**src/rtl/pipe_ctrl_if.sv**
```systemverilog
// Pipeline control bus: stall requests and multi-cycle op handshake
// from the datapath, per-stage hold vector and op status back to it.
interface pipe_ctrl_if;
    logic        stallreq_id;   // decode-stage operand hazard
    logic        stallreq_ex;   // execute-stage single-cycle hold
    logic        mc_req;        // EX presents a multi-cycle op
    logic [1:0]  mc_kind;       // 01 madd/msub, 10 div
    logic        mc_cancel;     // abort an in-flight op
    logic [5:0]  stall;         // per-stage hold: pc, if, id, ex, mem, wb
    logic        mc_busy;       // op accepted this cycle or running
    logic        mc_done;       // op completes this cycle
    logic [5:0]  mc_cnt;        // current step of the op
    logic [31:0] stall_cycles;  // cycles with the pc held

    // Datapath side: raises requests, observes holds
    modport master (
        output stallreq_id, stallreq_ex, mc_req, mc_kind, mc_cancel,
        input  stall, mc_busy, mc_done, mc_cnt, stall_cycles
    );

    // Controller side
    modport slave (
        input  stallreq_id, stallreq_ex, mc_req, mc_kind, mc_cancel,
        output stall, mc_busy, mc_done, mc_cnt, stall_cycles
    );
endinterface

```
**src/rtl/pipe_ctrl.sv**
```systemverilog
// Pipeline stall controller: merges ID/EX stall requests with a
// multi-cycle operation sequencer (madd/msub 2 steps, div 34 steps)
// into a 6-bit per-stage hold vector, and counts stalled cycles.
module pipe_ctrl (
    input  logic         clk,
    input  logic         rst,
    pipe_ctrl_if.slave   bus
);

    localparam logic [1:0] KIND_MADD = 2'b01;
    localparam logic [1:0] KIND_DIV  = 2'b10;

    // Step index at which RUN hands over to DONE is len-2.
    localparam logic [5:0] DIV_LAST_RUN = 6'd32;   // len 34
    localparam logic [5:0] MADD_LAST    = 6'd0;    // len 2, never runs

    // Hold patterns: EX-level holds pc..ex, ID-level holds pc..id.
    localparam logic [5:0] STALL_EX   = 6'b001111;
    localparam logic [5:0] STALL_ID   = 6'b000111;
    localparam logic [5:0] STALL_NONE = 6'b000000;

    typedef enum logic [1:0] {
        S_IDLE = 2'd0,
        S_RUN  = 2'd1,
        S_DONE = 2'd2
    } state_t;

    state_t      r_state;
    logic [5:0]  r_cnt;
    logic [5:0]  r_last;          // latched last RUN step for the op kind
    logic [31:0] r_stall_cycles;

    logic        w_kind_valid;
    logic        w_accept;
    logic        w_busy;
    logic        w_done;
    logic [5:0]  w_stall;

    // Only madd and div are real multi-cycle ops; 00/11 are dropped.
    assign w_kind_valid = (bus.mc_kind == KIND_MADD) || (bus.mc_kind == KIND_DIV);

    // A request is taken only from IDLE; anything else is ignored, no queue.
    assign w_accept = (r_state == S_IDLE) && bus.mc_req && w_kind_valid && !bus.mc_cancel;

    // Busy covers the accept cycle (combinational) and every RUN cycle,
    // including a RUN cycle that is being cancelled. Forced low in reset.
    assign w_busy = !rst && (w_accept || (r_state == S_RUN));
    assign w_done = !rst && (r_state == S_DONE);

    // Hold vector: EX-level wins over ID-level; mem/wb are never held.
    always_comb begin
        w_stall = STALL_NONE;
        if (rst) begin
            w_stall = STALL_NONE;
        end else if (bus.stallreq_ex || w_busy) begin
            w_stall = STALL_EX;
        end else if (bus.stallreq_id) begin
            w_stall = STALL_ID;
        end
    end

    // Multi-cycle sequencer: IDLE -> (RUN ->) DONE -> IDLE, step counter.
    always_ff @(posedge clk) begin
        if (rst) begin
            r_state <= S_IDLE;
            r_cnt   <= 6'd0;
            r_last  <= 6'd0;
        end else begin
            case (r_state)
                S_IDLE: begin
                    if (w_accept) begin
                        r_cnt <= 6'd1;
                        if (bus.mc_kind == KIND_DIV) begin
                            r_state <= S_RUN;
                            r_last  <= DIV_LAST_RUN;
                        end else begin
                            // Two-step op: step 1 is already the final step
                            r_state <= S_DONE;
                            r_last  <= MADD_LAST;
                        end
                    end
                end
                S_RUN: begin
                    if (bus.mc_cancel) begin
                        r_state <= S_IDLE;
                        r_cnt   <= 6'd0;
                    end else begin
                        r_cnt <= r_cnt + 6'd1;
                        if (r_cnt == r_last) begin
                            r_state <= S_DONE;
                        end
                    end
                end
                S_DONE: begin
                    // Cancel is too late here: the op has completed
                    r_state <= S_IDLE;
                    r_cnt   <= 6'd0;
                end
                default: begin
                    r_state <= S_IDLE;
                    r_cnt   <= 6'd0;
                end
            endcase
        end
    end

    // Count cycles in which the pc is held, saturating at all-ones.
    always_ff @(posedge clk) begin
        if (rst) begin
            r_stall_cycles <= 32'd0;
        end else if (w_stall[0] && (r_stall_cycles != 32'hFFFF_FFFF)) begin
            r_stall_cycles <= r_stall_cycles + 32'd1;
        end
    end

    assign bus.stall        = w_stall;
    assign bus.mc_busy      = w_busy;
    assign bus.mc_done      = w_done;
    assign bus.mc_cnt       = r_cnt;
    assign bus.stall_cycles = r_stall_cycles;

endmodule

```
**src/flat_wrapper.sv**
```systemverilog
// flat-port wrapper written by rule: the top's interface ports become plain ports
module pipe_ctrl_flat 
  (clk, rst, bus_stallreq_id, bus_stallreq_ex, bus_mc_req, bus_mc_kind, bus_mc_cancel, bus_stall, bus_mc_busy, bus_mc_done, bus_mc_cnt, bus_stall_cycles);
  pipe_ctrl_if bus_i ();
  input  logic clk;
  input  logic rst;
  input wire logic [$bits(bus_i.stallreq_id)-1:0] bus_stallreq_id;
  input wire logic [$bits(bus_i.stallreq_ex)-1:0] bus_stallreq_ex;
  input wire logic [$bits(bus_i.mc_req)-1:0] bus_mc_req;
  input wire logic [$bits(bus_i.mc_kind)-1:0] bus_mc_kind;
  input wire logic [$bits(bus_i.mc_cancel)-1:0] bus_mc_cancel;
  output wire logic [$bits(bus_i.stall)-1:0] bus_stall;
  output wire logic [$bits(bus_i.mc_busy)-1:0] bus_mc_busy;
  output wire logic [$bits(bus_i.mc_done)-1:0] bus_mc_done;
  output wire logic [$bits(bus_i.mc_cnt)-1:0] bus_mc_cnt;
  output wire logic [$bits(bus_i.stall_cycles)-1:0] bus_stall_cycles;
  assign bus_i.stallreq_id = bus_stallreq_id;
  assign bus_i.stallreq_ex = bus_stallreq_ex;
  assign bus_i.mc_req = bus_mc_req;
  assign bus_i.mc_kind = bus_mc_kind;
  assign bus_i.mc_cancel = bus_mc_cancel;
  assign bus_stall = bus_i.stall;
  assign bus_mc_busy = bus_i.mc_busy;
  assign bus_mc_done = bus_i.mc_done;
  assign bus_mc_cnt = bus_i.mc_cnt;
  assign bus_stall_cycles = bus_i.stall_cycles;
  pipe_ctrl u_core (.clk(clk), .rst(rst), .bus(bus_i));
endmodule
```
**config.mk**
```make
export PLATFORM = sky130hd
export DESIGN_NAME = pipe_ctrl_flat
export DESIGN_NICKNAME = d
export VERILOG_FILES = /design/src/rtl/pipe_ctrl_if.sv /design/src/rtl/pipe_ctrl.sv /design/src/flat_wrapper.sv
export SDC_FILE = /design/constraint.sdc
export NUM_CORES = 1
export LEC_CHECK = 0
export ABC_AREA = 1
export BUFFER_PORTS_ARGS = -buffer_cell sky130_fd_sc_hd__buf_2
export CORE_MARGIN = 8
export CORE_UTILIZATION = 58
export CTS_BUF_LIST = sky130_fd_sc_hd__clkbuf_4 sky130_fd_sc_hd__clkbuf_8
export CTS_CLUSTER_SIZE = 28
export DETAILED_ROUTE_END_ITERATION = 10
export PLACE_DENSITY = 0.81
export SYNTH_ARGS = -nofsm -noshare
export SYNTH_HDL_FRONTEND = slang
export SYNTH_SLANG_ARGS = --single-unit
```
**constraint.sdc**
```tcl
create_clock -name clk -period 2.1 [get_ports clk]
set_input_delay 0.21 -clock clk [delete_from_list [all_inputs] [get_ports clk]]
set_output_delay 0.21 -clock clk [all_outputs]
set_load 0.005 [all_outputs]
```
# Yosys cells after proc, flatten, opt, wreduce, memory -nomap -nowiden
# Cells that the tools add are included.
[word_totals]
elab_cells = 40
input_bits = 8
output_inout_bits = 46
reg_bits = 46
[op_classes]
reduce_logical = 14
eq_ne = 8
n_mux = 12
addsub = 2
[ops]
columns = ["cell", "n"]
rows = [
  ["32-bit by 1-bit adder with 32-bit output, second input constant", 1],
  ["32-bit inequality test, second input constant", 1],
  ["6-bit 2-to-1 mux", 5],
  ["6-bit one-hot mux with 2 select lines", 1],
  ["2-bit 2-to-1 mux", 4],
  ["6-bit by 1-bit adder with 6-bit output, second input constant", 1],
  ["6-bit == test", 1],
  ["1-bit logical AND", 6],
  ["2-bit by 1-bit == test with 1-bit output, second input constant", 2],
  ["2-bit == test, second input constant", 2],
  ["2-bit one-hot mux with 2 select lines", 1],
  ["2-bit AND reduction", 2],
  ["1-bit logical OR", 3],
  ["3-bit 2-to-1 mux", 1],
  ["3-bit inequality test, second input constant", 1],
  ["1-bit zero test", 2],
  ["2-bit zero test", 1],
  ["2-bit by 1-bit inequality test with 1-bit output, second input constant", 1],
]

# Longest topological paths before layout
[logic_depth]
depth_word = 10
ltp_mapped = 11

# Worst setup path after synthesis
# No wires, ideal clock.
[synth_timing]
path_kind = "flip-flop to flip-flop"
startpoint = "register u_core.r_stall_cycles[0] (netlist: u_core.bus.stall_cycles[0])"
endpoint = "register u_core.r_stall_cycles[22] (netlist: u_core.bus.stall_cycles[22])"
t_arrival_ps = 1611
synth_period_minus_slack_ps = 1751
path_slack_ps = 349
path_stages_with_launch = 12
path_buffers = 1
required_ps = 1959
setup_time_ps = 141
path_cell_list = "dfxtp_1 -> ha_1 -> nand2_4 -> nor2_8 -> nand2_4 -> nor2_8 -> nand2_4 -> inv_1 -> nor2_4 -> buf_6 -> nand2_1 -> a21oi_2"
[synth_via]
elab_chain_cells = 2
word_cells_on_any_way = 3
[synth_rtl]
columns = ["element", "line_no", "source"]
rows = [
  ["start, declared", "pipe_ctrl.sv:31", "logic [31:0] r_stall_cycles;"],
  ["start signal, assigned", "pipe_ctrl.sv:112", "r_stall_cycles <= r_stall_cycles + 32'd1;"],
  ["branches (longest 2 deep; another with 32-bit by 1-bit adder with 32-bit output)", "--", ""],
]
# Parallel ways; which one is timed is not known.
# A chain may end at the register's enable or synchronous reset.

# Final worst setup path
[layout_timing]
startpoint = "register u_core.r_stall_cycles[1] (netlist: u_core.bus.stall_cycles[1])"
endpoint = "register u_core.r_stall_cycles[6] (netlist: u_core.bus.stall_cycles[6])"
# The elaborated chain is that of the path after synthesis.

==> impl_summary.txt <==
----------------------------------------------------
[Outcome]
  Run status ... completed

[Worst setup path]
  Maximum net fanout on the critical path ... 31
  Slowest Stage Delay on Critical Path ... 0.41 ns
  Reg-to-reg setup timing slack ... 0.21 ns
  Sequence of cells on the critical path ... ha_1 > nand2_4 > nor2_8 > nand2_4 > nor2_8 > nand2_4 > nand3_4 > nand2_1 > a21oi_1
  Slowest stage cell on the critical path ... sky130_fd_sc_hd__dfxtp_1
  Most used cell, CP ... sky130_fd_sc_hd__nand2_4
  Worst Path Class, Setup ... reg2reg
  Kind of cell adding the most delay to the critical path ... simple AND/OR/NAND/NOR gates
  Arrival time of data at the critical path endpoint ... 2.11 ns
  Data required time of the critical path ... 2.33 ns
  Type of element launching the critical path ... flop
  Count of buffer and inverter cells on the critical path ... 0
  Element type at the critical path end ... flop

[Clocking]
  Number of levels in the clock H-tree ... 2
  Buffer levels on the longest clock path ... 2
  CTS Sinks ... 41
  Cell at the root of the clock tree ... sky130_fd_sc_hd__clkbuf_8
  CTS resizes ... 0
  Clock tree from TritonCTS ... done
  Post-CTS repair timing setup buffer count ... 0
  Cts-stage hold buffer count ... 0
  Skew-Pair Late Insertion Delay ... 0.30 ns
  Number of buffers added by the clock tree synthesis step ... 5
  Worst-path clk slew ... 0.08 ns

[Finish]
  Area growth from synthesis to layout ... 13.9%
  Count of inserted antenna diode cells ... 0
  Filler cell count in the final layout ... 458
  Final Net Count ... 529
  Area taken by multi-input logic gates ... 1780 um^2
  Sequential standard cell area ... 821 um^2
  Fraction of final layout cells with drive strength greater than 1 ... 23.2%

[Global route]
  Via count of the first global-routing pass ... 2,859
  First-pass GRT wire length ... 12,800 um
  Largest net degree at the start of global routing ... 37
  Initial antenna violation count ... 0
  Aggregate global-route resource usage ... 20.9%
  Remaining global-route overflow ... 0

[STA]
  Post-Route Skew ... 0.00187 ns
  Count of final max-slew check failures ... 0
  RSZ-0062 raised after global routing ... no
  Final setup fails ... 0
  Highest attainable clock frequency ... 530 MHz
  Final worst-path cycle share ... 89.9%
  Final total negative setup slack ... 0 ns
  Post-layout min period ... 1.89 ns
  Final Hold Fails ... 0
  Transition time at the pin with the least slew margin ... 0.584 ns
  Max-Slew Margin vs Limit ... 60.7%

[Synthesis]
  Number of synthesized flops with an enable pin ... 0
  Cell type with the largest total area after synthesis ... sky130_fd_sc_hd__dfxtp_1
  Share of async-settable or async-resettable flops after synthesis ... 0%
  Top-area cell type share of the netlist area ... 28.4%
  Area of the mapped netlist ... 2890 um^2
  Syn. warnings ... 0
  Sequential cell area fraction in the yosys report ... 28.4%
  Mean post-synth cell area ... 6.24 um^2
  Unique masters post-synth ... 32
  Most area-consuming cells after synthesis ... sky130_fd_sc_hd__dfxtp_1 (28%), sky130_fd_sc_hd__nand2_1 (21%), sky130_fd_sc_hd__nor2_1 (7.0%)
  Flop and latch count out of synthesis ... 41
  Most used flip-flop cell after synthesis ... sky130_fd_sc_hd__dfxtp_1
  Post-synthesis instance total ... 463
  Most frequent cells after synthesis ... sky130_fd_sc_hd__nand2_1 (163), sky130_fd_sc_hd__nor2_1 (54), sky130_fd_sc_hd__inv_1 (48)
  Cell with the most instances after synthesis ... sky130_fd_sc_hd__nand2_1

[Floorplanning]
  Y dimension of the die ... 86.6 um
  Total Die Area ... 7500 um^2
  I/O Pins ... 54
  Std-Cell Rows ... 25
  Core region area ... 4750 um^2
  Horizontal extent of the die ... 86.6 um
  Starting Density ... 60.8%

[Routing]
  Wire length per cell ... 12.8 um
  DRC violations left ... 0
  Pre-antenna DRT Iters ... 4
  Number of nets with antenna violations after routing ... 0
  Avg Vias per Cell ... 5.16
  DR iter-0 viols ... 255
  Total number of vias ... 3,020
  Wirelength, routed ... 7470 um

[Place]
  Port bufs ... 51
  Estimated wirelength of the detail-placed design ... 5830 um
  Gp weighted congestion ... 0.930

[Power]
  Worst ir drop on vdd ... 0.360 mV
  Static leakage power ... 1.44 nW
  Total power of the final layout ... 0.00148 W
  Power density cells ... 451 nW/um^2

[Min path]
  Class of the tightest hold or removal check ... in2reg

[Job]
  Number of violations of the max-capacitance limit ... 0

----------------------------------------------------
-- path summary, 6_finish.rpt --
check | from | end | cells after the start
setup reg to reg | u_core.bus.stall_cycles[1] | u_core.bus.stall_cycles[6] | 9
setup / recovery | u_core.bus.stall_cycles[1] | u_core.bus.stall_cycles[6] | 9
hold reg to reg | u_core.r_last[5] | u_core.r_last[5] | 2
hold / removal | bus_mc_cancel | u_core.bus.mc_cnt[0] | 4
-- through the flow --
stage	setup WS (ns)	hold WS, ns	std cells	util [%]	cell area, um^2
final	0.213	0.238	585	69.2	3290
after global routing	0.0410	0.279	585	69.2	3290
after CTS	0.149	0.236	585	69.1	3290
after detailed placement	0.169	0.473	577	67.2	3190
after global placement	0.259	0.465	577	67.2	3190
after floorplan	0.349	0.409	464	-	2890
-- sequential cells by signal (all words and copies together) (netlist names) --
| name | cells |
|---|---|
| u_core.bus.mc_cnt | 6 |
| u_core.bus.stall_cycles | 32 |
| u_core.r_last | 1 |
| u_core.r_state | 2 |
-- worst min-delay path, cell delays in order --
cell and delay [ns]:
sky130_fd_sc_hd__buf_2 0.09, sky130_fd_sc_hd__nor2_1 0.08, sky130_fd_sc_hd__nand2_1 0.06, sky130_fd_sc_hd__a21oi_1 0.05
-- layout make-up --
cell class              count  area share (%)
multi-input cells         358            54.0
flip-flops and latches     41            24.9
repair buffers             61            10.0
inverters                  50            5.70
clock buffers               8            2.78
well taps                  67            2.55
-- placed cells by master (no fill, tap or decap), types with 4 or more instances in the layout --
master	instances
sky130_fd_sc_hd__nand2_1	163
sky130_fd_sc_hd__nor2_1	54
sky130_fd_sc_hd__buf_2	51
sky130_fd_sc_hd__inv_1	48
sky130_fd_sc_hd__dfxtp_1	41
sky130_fd_sc_hd__nand3_1	39
sky130_fd_sc_hd__a21oi_1	20
sky130_fd_sc_hd__nand2_2	17
sky130_fd_sc_hd__a21oi_2	17
sky130_fd_sc_hd__buf_4	10
sky130_fd_sc_hd__xor2_1	7
sky130_fd_sc_hd__nor2_2	6
sky130_fd_sc_hd__nand4_1	5
sky130_fd_sc_hd__o21ai_0	5
sky130_fd_sc_hd__clkbuf_8	5
sky130_fd_sc_hd__ha_1	4
-- power by group --
group          internal [W]  leakage [nW]  switching (W)
sequential         0.000784         0.331     0.00000740
combinational     0.0000424          1.06      0.0000951
clock              0.000275        0.0498       0.000279
-- metal layers --
metal	GRT usage (%)	vias to the layer above	part of all wire, %
met3	5.01	8	6.8
met4	5.16	0	1.0
met5	0	-	0
met2	35.7	85	48
li1	-	1550	-
met1	25.4	1377	44
-- cells by family (layout without fill, tap and decap cells) --
kind of cell	after synthesis	after routing	synth area share, %
AND/OR/NAND/NOR	298	298	46.2
adder cells (fa/ha/maj)	4	4	1.73
XOR/XNOR	10	10	3.03
buffers and inverters	65	119	10.4
flip-flops	41	41	28.4
other	1	2	0.130
AO/OA/AOI/OAI	44	44	10.0
No activity file was read; power rests on OpenSTA's default activity.
